File: src/rtl/vppm_avg_pkg.sv
// Shared types and helpers for the VPPM window averager: FSM states,
// accumulator width calculation and signed saturation limits.
package vppm_avg_pkg;

    typedef enum logic [1:0] {
        IDLE = 2'd0,
        ACC  = 2'd1,
        DIV  = 2'd2,
        HOLD = 2'd3
    } state_t;

    function automatic int unsigned calc_aw(input int unsigned dw, input int unsigned cw);
        return dw + cw;
    endfunction

    function automatic longint sat_hi(input int unsigned dw);
        return (64'sd1 <<< (dw - 1)) - 64'sd1;
    endfunction

    function automatic longint sat_lo(input int unsigned dw);
        return -(64'sd1 <<< (dw - 1));
    endfunction

    localparam int unsigned DEF_DW     = 16;
    localparam longint      DEF_RES_HI = sat_hi(DEF_DW);
    localparam longint      DEF_RES_LO = sat_lo(DEF_DW);

endpackage

File: src/rtl/vppm_avg_seq_div.sv
// Unsigned restoring divider: AW-bit dividend, CW-bit divisor, one quotient
// bit per cycle, done pulses exactly AW cycles after the start edge.
module vppm_seq_div #(
    parameter int AW = 29,
    parameter int CW = 13
) (
    input  logic          clk,
    input  logic          rst_n,
    input  logic          start_i,
    input  logic [AW-1:0] dividend_i,
    input  logic [CW-1:0] divisor_i,
    output logic [AW-1:0] quotient_o,
    output logic          done_o
);

    localparam int KW = $clog2(AW + 1);

    logic [CW-1:0] rem_q, rem_d;
    logic [CW-1:0] dvs_q, dvs_d;
    logic [AW-1:0] quo_q, quo_d;
    logic [KW-1:0] cnt_q, cnt_d;
    logic          run_q, run_d;
    logic          done_q, done_d;
    logic [CW:0]   shift_s;
    logic [CW:0]   diff_s;

    // Next-state for one restoring step per cycle
    always_comb begin
        rem_d   = rem_q;
        dvs_d   = dvs_q;
        quo_d   = quo_q;
        cnt_d   = cnt_q;
        run_d   = run_q;
        done_d  = 1'b0;
        shift_s = {rem_q, quo_q[AW-1]};
        diff_s  = shift_s - {1'b0, dvs_q};
        if (start_i) begin
            rem_d = {CW{1'b0}};
            dvs_d = divisor_i;
            quo_d = dividend_i;
            cnt_d = KW'(AW);
            run_d = 1'b1;
        end else if (run_q) begin
            if (shift_s >= {1'b0, dvs_q}) begin
                rem_d = diff_s[CW-1:0];
                quo_d = {quo_q[AW-2:0], 1'b1};
            end else begin
                rem_d = shift_s[CW-1:0];
                quo_d = {quo_q[AW-2:0], 1'b0};
            end
            cnt_d = cnt_q - KW'(1);
            if (cnt_q == KW'(1)) begin
                run_d  = 1'b0;
                done_d = 1'b1;
            end else begin
                run_d  = 1'b1;
            end
        end else begin
            run_d = 1'b0;
        end
    end

    // Divider state registers
    always_ff @(posedge clk or negedge rst_n) begin
        if (!rst_n) begin
            rem_q  <= {CW{1'b0}};
            dvs_q  <= {CW{1'b0}};
            quo_q  <= {AW{1'b0}};
            cnt_q  <= {KW{1'b0}};
            run_q  <= 1'b0;
            done_q <= 1'b0;
        end else begin
            rem_q  <= rem_d;
            dvs_q  <= dvs_d;
            quo_q  <= quo_d;
            cnt_q  <= cnt_d;
            run_q  <= run_d;
            done_q <= done_d;
        end
    end

    assign quotient_o = quo_q;
    assign done_o     = done_q;

endmodule

File: src/rtl/vppm_window_avg.sv
// Windowed, decimated signed averager producing one mean per frame.
// Build option: define VPPM_AVG_ROUND_EN for round-half-away-from-zero.
module vppm_window_avg
    import vppm_avg_pkg::*;
#(
    parameter int DW        = 16,
    parameter int CW        = 13,
    parameter int SKIP      = 96,
    parameter int FRAME_LEN = 4096,
    parameter int DECIM     = 2
) (
    input  logic          clk,
    input  logic          rst_n,
    input  logic          in_valid,
    input  logic [CW-1:0] in_count,
    input  logic [DW-1:0] in_data,
    output logic [DW-1:0] out_data,
    output logic          out_valid,
    output logic          frame_abort,
    output logic          busy
);

    localparam int AW = calc_aw(DW, CW);
    localparam logic [CW-1:0]        SKIP_C   = CW'(SKIP);
    localparam logic [CW-1:0]        LAST_CNT = CW'(FRAME_LEN - 1);
    localparam logic [3:0]           PH_LAST  = 4'(DECIM - 1);
    localparam logic [3:0]           PH_FIRST = (DECIM == 1) ? 4'd0 : 4'd1;
    localparam logic signed [AW:0]   RES_HI   = (AW+1)'(sat_hi(DW));
    localparam logic signed [AW:0]   RES_LO   = (AW+1)'(sat_lo(DW));

    state_t               state_q, state_d;
    logic signed [AW-1:0] acc_q, acc_d;
    logic [CW-1:0]        n_q, n_d;
    logic [3:0]           phase_q, phase_d;
    logic [CW-1:0]        prev_cnt_q, prev_cnt_d;
    logic [DW-1:0]        out_data_q, out_data_d;
    logic                 out_valid_q, out_valid_d;
    logic                 abort_q, abort_d;
    logic                 busy_q, busy_d;
    logic                 started_q, started_d;

    logic signed [AW-1:0] data_ext_s;
    logic [3:0]           phase_nxt_s;
    logic                 acc_neg_s;
    logic [AW-1:0]        acc_abs_s;
    logic [AW-1:0]        dividend_s;
    logic [AW-1:0]        quo_s;
    logic                 div_start_s;
    logic                 div_done_s;
    logic signed [AW:0]   quo_signed_s;
    logic [DW-1:0]        result_s;

    vppm_seq_div #(
        .AW (AW),
        .CW (CW)
    ) u_div (
        .clk        (clk),
        .rst_n      (rst_n),
        .start_i    (div_start_s),
        .dividend_i (dividend_s),
        .divisor_i  (n_q),
        .quotient_o (quo_s),
        .done_o     (div_done_s)
    );

    // Magnitude path: divide |acc| (optionally biased by n/2), reapply sign, saturate
    always_comb begin
        acc_neg_s = acc_q[AW-1];
        acc_abs_s = acc_neg_s ? $unsigned(-acc_q) : $unsigned(acc_q);
`ifdef VPPM_AVG_ROUND_EN
        dividend_s = acc_abs_s + AW'(n_q >> 1);
`else
        dividend_s = acc_abs_s;
`endif
        quo_signed_s = acc_neg_s ? -$signed({1'b0, quo_s}) : $signed({1'b0, quo_s});
        if (n_q == {CW{1'b0}}) begin
            result_s = {DW{1'b0}};
        end else if (quo_signed_s > RES_HI) begin
            result_s = RES_HI[DW-1:0];
        end else if (quo_signed_s < RES_LO) begin
            result_s = RES_LO[DW-1:0];
        end else begin
            result_s = quo_signed_s[DW-1:0];
        end
    end

    // Frame FSM and accumulator next-state
    always_comb begin
        state_d     = state_q;
        acc_d       = acc_q;
        n_d         = n_q;
        phase_d     = phase_q;
        prev_cnt_d  = prev_cnt_q;
        out_data_d  = out_data_q;
        out_valid_d = 1'b0;
        abort_d     = 1'b0;
        started_d   = started_q;
        div_start_s = 1'b0;
        data_ext_s  = {{CW{in_data[DW-1]}}, in_data};
        phase_nxt_s = (phase_q == PH_LAST) ? 4'd0 : phase_q + 4'd1;
        case (state_q)
            IDLE: begin
                acc_d     = {AW{1'b0}};
                n_d       = {CW{1'b0}};
                phase_d   = 4'd0;
                started_d = 1'b0;
                if (in_valid && (in_count > SKIP_C)) begin
                    acc_d      = data_ext_s;
                    n_d        = CW'(1);
                    phase_d    = PH_FIRST;
                    prev_cnt_d = in_count;
                    state_d    = (in_count == LAST_CNT) ? DIV : ACC;
                end else begin
                    state_d    = IDLE;
                end
            end
            ACC: begin
                if (in_valid) begin
                    prev_cnt_d = in_count;
                    // A non-increasing count means the front end restarted the frame
                    if (in_count <= prev_cnt_q) begin
                        state_d = IDLE;
                        abort_d = 1'b1;
                        acc_d   = {AW{1'b0}};
                        n_d     = {CW{1'b0}};
                        phase_d = 4'd0;
                    end else begin
                        if (phase_q == 4'd0) begin
                            acc_d = acc_q + data_ext_s;
                            n_d   = n_q + CW'(1);
                        end else begin
                            acc_d = acc_q;
                        end
                        phase_d = phase_nxt_s;
                        state_d = (in_count == LAST_CNT) ? DIV : ACC;
                    end
                end else begin
                    state_d = ACC;
                end
            end
            DIV: begin
                if (!started_q) begin
                    div_start_s = 1'b1;
                    started_d   = 1'b1;
                end else if (div_done_s) begin
                    out_data_d  = result_s;
                    out_valid_d = 1'b1;
                    started_d   = 1'b0;
                    state_d     = HOLD;
                end else begin
                    state_d     = DIV;
                end
            end
            HOLD: begin
                if (in_valid && (in_count == {CW{1'b0}})) begin
                    state_d = IDLE;
                    acc_d   = {AW{1'b0}};
                    n_d     = {CW{1'b0}};
                    phase_d = 4'd0;
                end else begin
                    state_d = HOLD;
                end
            end
            default: begin
                state_d = IDLE;
            end
        endcase
        busy_d = (state_d == ACC) || (state_d == DIV);
    end

    // State and output registers
    always_ff @(posedge clk or negedge rst_n) begin
        if (!rst_n) begin
            state_q     <= IDLE;
            acc_q       <= {AW{1'b0}};
            n_q         <= {CW{1'b0}};
            phase_q     <= 4'd0;
            prev_cnt_q  <= {CW{1'b0}};
            out_data_q  <= {DW{1'b0}};
            out_valid_q <= 1'b0;
            abort_q     <= 1'b0;
            busy_q      <= 1'b0;
            started_q   <= 1'b0;
        end else begin
            state_q     <= state_d;
            acc_q       <= acc_d;
            n_q         <= n_d;
            phase_q     <= phase_d;
            prev_cnt_q  <= prev_cnt_d;
            out_data_q  <= out_data_d;
            out_valid_q <= out_valid_d;
            abort_q     <= abort_d;
            busy_q      <= busy_d;
            started_q   <= started_d;
        end
    end

    assign out_data    = out_data_q;
    assign out_valid   = out_valid_q;
    assign frame_abort = abort_q;
    assign busy        = busy_q;

endmodule

File: config.mk
export PLATFORM = sky130hd
export DESIGN_NAME = vppm_window_avg
export DESIGN_NICKNAME = d
export VERILOG_FILES = /design/src/rtl/vppm_avg_pkg.sv /design/src/rtl/vppm_avg_seq_div.sv /design/src/rtl/vppm_window_avg.sv
export SDC_FILE = /design/constraint.sdc
export NUM_CORES = 1
export LEC_CHECK = 0
export ABC_AREA = 1
export CORE_MARGIN = 10
export CORE_UTILIZATION = 45
export CTS_CLUSTER_SIZE = 10
export DETAILED_ROUTE_END_ITERATION = 16
export REMOVE_ABC_BUFFERS = 1
export SLEW_MARGIN = 20
export SYNTH_ARGS = -nofsm -noshare
export SYNTH_HDL_FRONTEND = slang
export SYNTH_SLANG_ARGS = --single-unit
File: constraint.sdc
create_clock -name clk -period 4.9 [get_ports clk]
set_input_delay 0.49 -clock clk [delete_from_list [all_inputs] [get_ports clk]]
set_output_delay 0.49 -clock clk [all_outputs]
set_load 0.1 [all_outputs]
==> results.json, run 1 <==
{
  "fin_crit_sh_pct": 64.0,
  "crit_top_cell": "inv_2",
  "core_um2": 23700,
  "yosysTopAreaCellShare_pct": 32.8,
  "drc": 0,
  "cts_made_buffers": 17,
  "grt_first_pass_wirelength_um": 48000,
  "clkPwrFrac_pct": 16.3,
  "leakagePower_nw": 5.72,
  "r2r_start": "state_q[1]",
  "drt_pass1_iterations": 5,
  "synth_flop_cell": "dfrtp_1",
  "syn_inst": 1535,
  "skew_ns": 0.0129,
  "end_kind": "flop",
  "antennaDiodeCount": 0,
  "avgSynthCellArea_um2": 7.11,
  "track_usage_pct": 18.7,
  "synth_fa_ha_area_share_pct": 7.24,
  "clock_path_buffers": 2,
  "slew_viol_final": 0,
  "wl_um": 28500,
  "finalNetCount": 1664,
  "cts_root_buf": "clkbuf_16",
  "required_ns": 5.19,
  "ant_nets": 0,
  "worst_path_largest_cell_delay_ns": 0.83,
  "drtIter0Drc": 665,
  "antenna_found_initial": 0,
  "yosysWarnings": 0,
  "peakVddDrop_v": 0.000408,
  "ys_seq_area_share_pct": 32.8,
  "synth_xor_area_share_pct": 3.77,
  "dp_slack_ns": 1.39,
  "htreeDepth": 4,
  "power_frac_seq_pct": 24.7,
  "dieArea_um2": 30900,
  "reg2reg_slack_ns": 1.76,
  "grt_max_degree": 62,
  "slowest_stage": "nand2_1",
  "cts_tree": "done",
  "rsz0062_at_grt": "no",
  "numPortBuffers": 50,
  "die_h_um": 176,
  "fmax_ghz": 0.319,
  "p_per_area_nw_per_um2": 668,
  "rows": 56,
  "grt_pass1_vias": 9471,
  "fin_cells": 1900,
  "worstSetupStartpointType": "flop",
  "gp_congestion": 0.935,
  "hp-class": "in2async",
  "syn-cell-area_um2": 10900,
  "yosysTopAreaCell": "dfrtp_1",
  "synth-edff-count": 0,
  "synth-seq-cells": 143,
  "path_clk_slew_ns": 0.06,
  "finalHoldViolCount": 0,
  "multiInputGateArea_um2": 6440,
  "p_switching_mw": 4.09,
  "ff_latch_area_um2": 3580,
  "worstSkewPairLatency_ns": 0.43,
  "power_mw": 8.20,
  "post_drt_via_cell_ratio": 5.28,
  "dp_hpwl_um": 21900,
  "fillers": 2401,
  "cts_resized": 0,
  "holdBufCountCts": 0,
  "dieWidth_um": 176,
  "intPower_mw": 4.11,
  "setup_tns_ns": 0,
  "finalSetupViolCount": 0,
  "netSwitchingFraction_pct": 49.9,
  "yosysUniqueCellTypes": 60,
  "synth_compound_area_share_pct": 15.8,
  "arrival_ns": 3.43,
  "start_util_pct": 46.1,
  "path_cells": "inv_2 -> nor2_1 -> inv_2 -> nor2_4 -> buf_4 -> inv_2 -> nand2_1 -> inv_1 -> nand2_1 -> o221ai_1",
  "drive_gt1_share_pct": 7.59,
  "post_drt_wl_per_cell_um": 15.0,
  "synth_area_leaders": "dfrtp_1 (33%), nand2_1 (13%), ha_1 (6.9%), o21ai_0 (6.6%), inv_1 (5.8%)",
  "status": "complete, no violations",
  "synthSimpleGateAreaFrac_pct": 32.2,
  "vias": 10000,
  "crit_fanout": 51,
  "combPwrFrac_pct": 58.9,
  "max_slew.worst_pin.slew_ns": 1.06,
  "timing.slew.headroom_pct": 29.4,
  "synth_top_family_by_area": "simple AND/OR/NAND/NOR gates",
  "worstSetupPathType": "reg2reg",
  "muxShareOfSynthArea_pct": 0,
  "area_growth_pct": 12.4,
  "path_buf_inv": 5,
  "async_flop_share_pct": 100,
  "globalRouteOverflowTotal": 0,
  "cts_sinks": 143,
  "period_needed_ns": 3.14,
  "finalWorstSetupSlack_ns": 1.76,
  "dp_cells": 1870,
  "critPathTopFamily": "simple AND/OR/NAND/NOR gates",
  "drv_cap": 0,
  "ios": 51,
  "crit_start": "state_q[1]",
  "postCtsSetupBuffers": 0
}
registers in the layout, summed over array words and instances (netlist names), 2 cells and up:
| signal | flops |
|---|---|
| u_div.rem_q | 13 |
| out_data | 16 |
| u_div.cnt_q | 5 |
| u_div.dvs_q | 13 |
| u_div.quotient_o | 29 |
| prev_cnt_q | 13 |
| acc_q | 29 |
| phase_q | 4 |
| state_q | 2 |
| n_q | 13 |
power groups by stage:
stage / Clock (mW) / Combinational (mW) / Sequential, mW
4_1_cts: 1.37 / 4.81 / 2.02
5_1_grt: 1.43 / 5.53 / 2.08
2_1_floorplan: 0 / 3.55 / 2.03
3_3_place_gp: 0 / 4.73 / 2.03
6_report: 1.34 / 4.83 / 2.03
3_5_place_dp: 0 / 4.78 / 2.04
final timing paths:
path / depth (start not counted) / to
max in group asynchronous: 2 / u_div.quotient_o[24]
min reg2reg: 2 / out_data[0]
max reg2reg: 10 / u_div.quotient_o[0]
min: 1 / u_div.rem_q[12]
min in group clk: 2 / out_data[0]
max: 10 / u_div.quotient_o[0]
cell type report:
cell class | instances | share of cell area [%]
clock inverters | 9 | 1.08
inverters | 176 | 5.38
well taps | 319 | 3.25
repair buffers | 61 | 4.76
multi-input cells | 1171 | 52.5
flip-flops and latches | 143 | 29.2
clock buffers | 21 | 3.83
cell usage after synthesis (2+ instances only):
cell and count:
nor2_2 15, inv_2 5, nand3b_1 5, o21ai_1 11, buf_4 3, a21oi_1 72, xnor2_1 10, inv_1 170
o22ai_1 5, a221oi_1 2, nand3_2 29, buf_2 18, fa_1 2, nor3_1 21, xor2_1 37, buf_12 2
ha_1 60, nor2_4 6, a21o_1 7, nand2_1 364, o31ai_1 2, clkbuf_1 18, o21bai_1 7, or2_2 5
nand2_2 7, dfrtp_1 143, o21ai_0 143, a31oi_1 5, nor4_1 9, nand3_1 99, nand4_1 33, and3_1 2
buf_1 3, a22o_1 3, o221ai_1 22, or2_0 2, o2bb2ai_1 2, nand2_4 2, o211ai_1 8, nor2_1 156
metrics by stage:
stage / hold slack (ns) / util (%) / instance area, um^2
3_3_place_gp: 0.468 / 49.3 / 11700
3_5_place_dp: 0.467 / 49.3 / 11700
4_1_cts: 0.00861 / 51.8 / 12300
2_1_floorplan: 0.194 / - / 10700
6_report: 0.00153 / 51.8 / 12300
5_1_grt: 0.0333 / 51.8 / 12300
kinds of logic (layout without fill, tap and decap cells):
| family | after synthesis | after routing |
|---|---|---|
| xor+xnor | 47 | 47 |
| compound gates | 299 | 299 |
| simple gates | 763 | 763 |
| flops | 143 | 143 |
| fa+ha+maj | 62 | 62 |
| buf+inv | 221 | 267 |
cell usage in the layout (no fill, tap or decap), types with 3 or more instances in the layout:
cell type	n
a21o_1	7
a21oi_1	72
a22o_1	3
a31oi_1	5
buf_4	11
bufinv_16	3
clkbuf_16	17
clkbuf_8	3
clkdlybuf4s50_1	49
dfrtp_1	142
ha_1	60
inv_1	170
inv_2	5
nand2_1	364
nand2_2	7
nand3_1	99
nand3_2	29
nand3b_1	5
nand4_1	33
nor2_1	156
nor2_2	14
nor2_4	7
nor3_1	21
nor4_1	9
o211ai_1	8
o21ai_0	143
o21ai_1	11
o21bai_1	7
o221ai_1	22
o22ai_1	5
or2_2	5
xnor2_1	10
xor2_1	37
metal layers:
metal | track usage, % | wire length (um)
met5 | 0 | 0
met4 | 4.63 | 425
met3 | 3.24 | 1260
met2 | 27.6 | 12000
met1 | 27.4 | 14800
(Power assumes the default switching activity.)
==> inputs of run 2 (changes only) <==
==> constraint.sdc (replaced) <==
create_clock -name clk -period 3.3 [get_ports clk]
set_input_delay 0.33 -clock clk [delete_from_list [all_inputs] [get_ports clk]]
set_output_delay 0.33 -clock clk [all_outputs]
set_load 0.1 [all_outputs]
==> results.json, run 2 (synthesis gave the netlist of run 1 again) <==
{
  "finalSetupViolCount": 0,
  "worstSetupPathType": "in2reg",
  "cts_sinks": 143,
  "period_needed_ns": 2.63,
  "crit_top_cell": "nand2_1",
  "rsz0062_at_grt": "no",
  "dp_hpwl_um": 22400,
  "leakagePower_nw": 5.80,
  "final_core_util_pct": 52.4,
  "cts_made_buffers": 17,
  "clkPwrFrac_pct": 16.6,
  "drive_gt1_share_pct": 8.33,
  "hp-class": "in2async",
  "fin_crit_sh_pct": 79.7,
  "finalHoldViolCount": 0,
  "crit_fanout": 12,
  "layout_common_cells": "nand2_1 (364), inv_1 (170), nor2_1 (156)",
  "rr_worst_depth": 12,
  "power_frac_seq_pct": 24.3,
  "antennaDiodeCount": 0,
  "layout_commonest_cell": "nand2_1",
  "numPortBuffers": 50,
  "grt_pass1_vias": 9658,
  "setup_tns_ns": 0,
  "area_growth_pct": 13.8,
  "htreeDepth": 4,
  "core_um2": 23700,
  "cts_resized": 0,
  "post_drt_wl_per_cell_um": 15.0,
  "fin_cells": 1915,
  "worstSetupStartpointType": "primary input",
  "post_drt_via_cell_ratio": 5.27,
  "rows": 56,
  "path_clk_slew_ns": 0.06,
  "p_per_area_nw_per_um2": 997,
  "drv_cap": 0,
  "clock_path_buffers": 2,
  "timing.slew.headroom_pct": 32.0,
  "dieArea_um2": 30900,
  "worst_path_largest_cell_delay_ns": 0.70,
  "skew_ns": 0.0154,
  "grt_max_degree": 68,
  "vias": 10100,
  "drt_pass1_iterations": 6,
  "finalNetCount": 1677,
  "required_ns": 3.61,
  "wl_um": 28700,
  "peakVddDrop_v": 0.000446,
  "holdWs_ns": 0.452,
  "ant_nets": 0,
  "cts_root_buf": "clkbuf_16",
  "combPwrFrac_pct": 59.1,
  "netSwitchingFraction_pct": 49.6,
  "die_h_um": 176,
  "cts_tree": "done",
  "gp_congestion": 0.962,
  "grt_first_pass_wirelength_um": 48400,
  "arrival_ns": 2.94,
  "intPower_mw": 6.24,
  "status": "complete, no violations",
  "start_util_pct": 46.1,
  "crit_start": "in_data[15]",
  "dieWidth_um": 176,
  "path_cells": "clkdlybuf4s50_1 -> ha_1 -> nand2_1 -> nor2_1 -> inv_1 -> nor3_1 -> nand2_1 -> o211ai_1 -> nand2_1 -> nand2_1 -> o21ai_0 -> nand2_1 -> o21ai_0",
  "ios": 51,
  "fmax_ghz": 0.380,
  "p_switching_mw": 6.14,
  "end_kind": "flop",
  "globalRouteOverflowTotal": 0,
  "slowest_stage": "clkdlybuf4s50_1",
  "slew_viol_final": 0,
  "track_usage_pct": 18.8,
  "r2r_start": "u_div.quotient_o[28]",
  "dp_cells": 1882,
  "max_slew.worst_pin.slew_ns": 1.02,
  "antenna_found_initial": 0,
  "worstSkewPairLatency_ns": 0.43,
  "drc": 0,
  "power_mw": 12.4,
  "drtIter0Drc": 678
}
## run 2: critical path: cells and delay by family
family | cells | cell delay [ns]
buf+inv | 2 | 0.77
compound gates | 3 | 0.45
fa+ha+maj | 1 | 0.55
simple gates | 7 | 0.82
## run 2: layout make-up
class	instances	area [um^2]
Multi-Input combinational cell	1171	6440
Fill cell	2407	11300
Timing Repair Buffer	74	709
Tap cell	319	399
Inverter	176	661
Clock inverter	12	180
Sequential cell	143	3580
Clock buffer	20	447
## run 2: repair_timing
action	4_1_cts	5_1_grt
endpoints found under the hold margin	65	0
hold buffers	1	0
buffers inserted	0	0
## run 2: through the flow
| step | area [um^2] | worst slack [ns] |
|---|---|---|
| after floorplan | 10700 | 0.239 |
| after global placement | 11800 | 0.213 |
| after detailed placement | 11800 | 0.244 |
| after CTS | 12400 | 0.706 |
| after global routing | 12400 | 0.362 |
| final | 12400 | 0.669 |
## run 2: final timing paths
kind / end / slack (ns)
setup / recovery: acc_q[21] / 0.67
hold / removal: u_div.rem_q[7] / 0.45
setup reg to reg: u_div.rem_q[4] / 0.72
hold reg to reg: out_data[0] / 0.49
max in group asynchronous: acc_q[28] / 2.07
min in group clk: out_data[0] / 0.49
## run 2: power groups by stage
stage	clock [mW]	sequential, mW	combinational (mW)
after floorplan	0	3.01	5.28
final	2.06	3.01	7.31
after CTS	2.10	3.00	7.31
after global routing	2.17	3.09	8.36
after detailed placement	0	3.02	7.27
after global placement	0	3.01	7.18
## run 2: metal layers
metal	up-vias	track usage [%]	wire length, um
met3	24	2.87	1100
met1	4640	27.1	15000
li1	5234	-	-
met2	203	28.7	12300
met5	-	0	0
met4	0	4.80	347
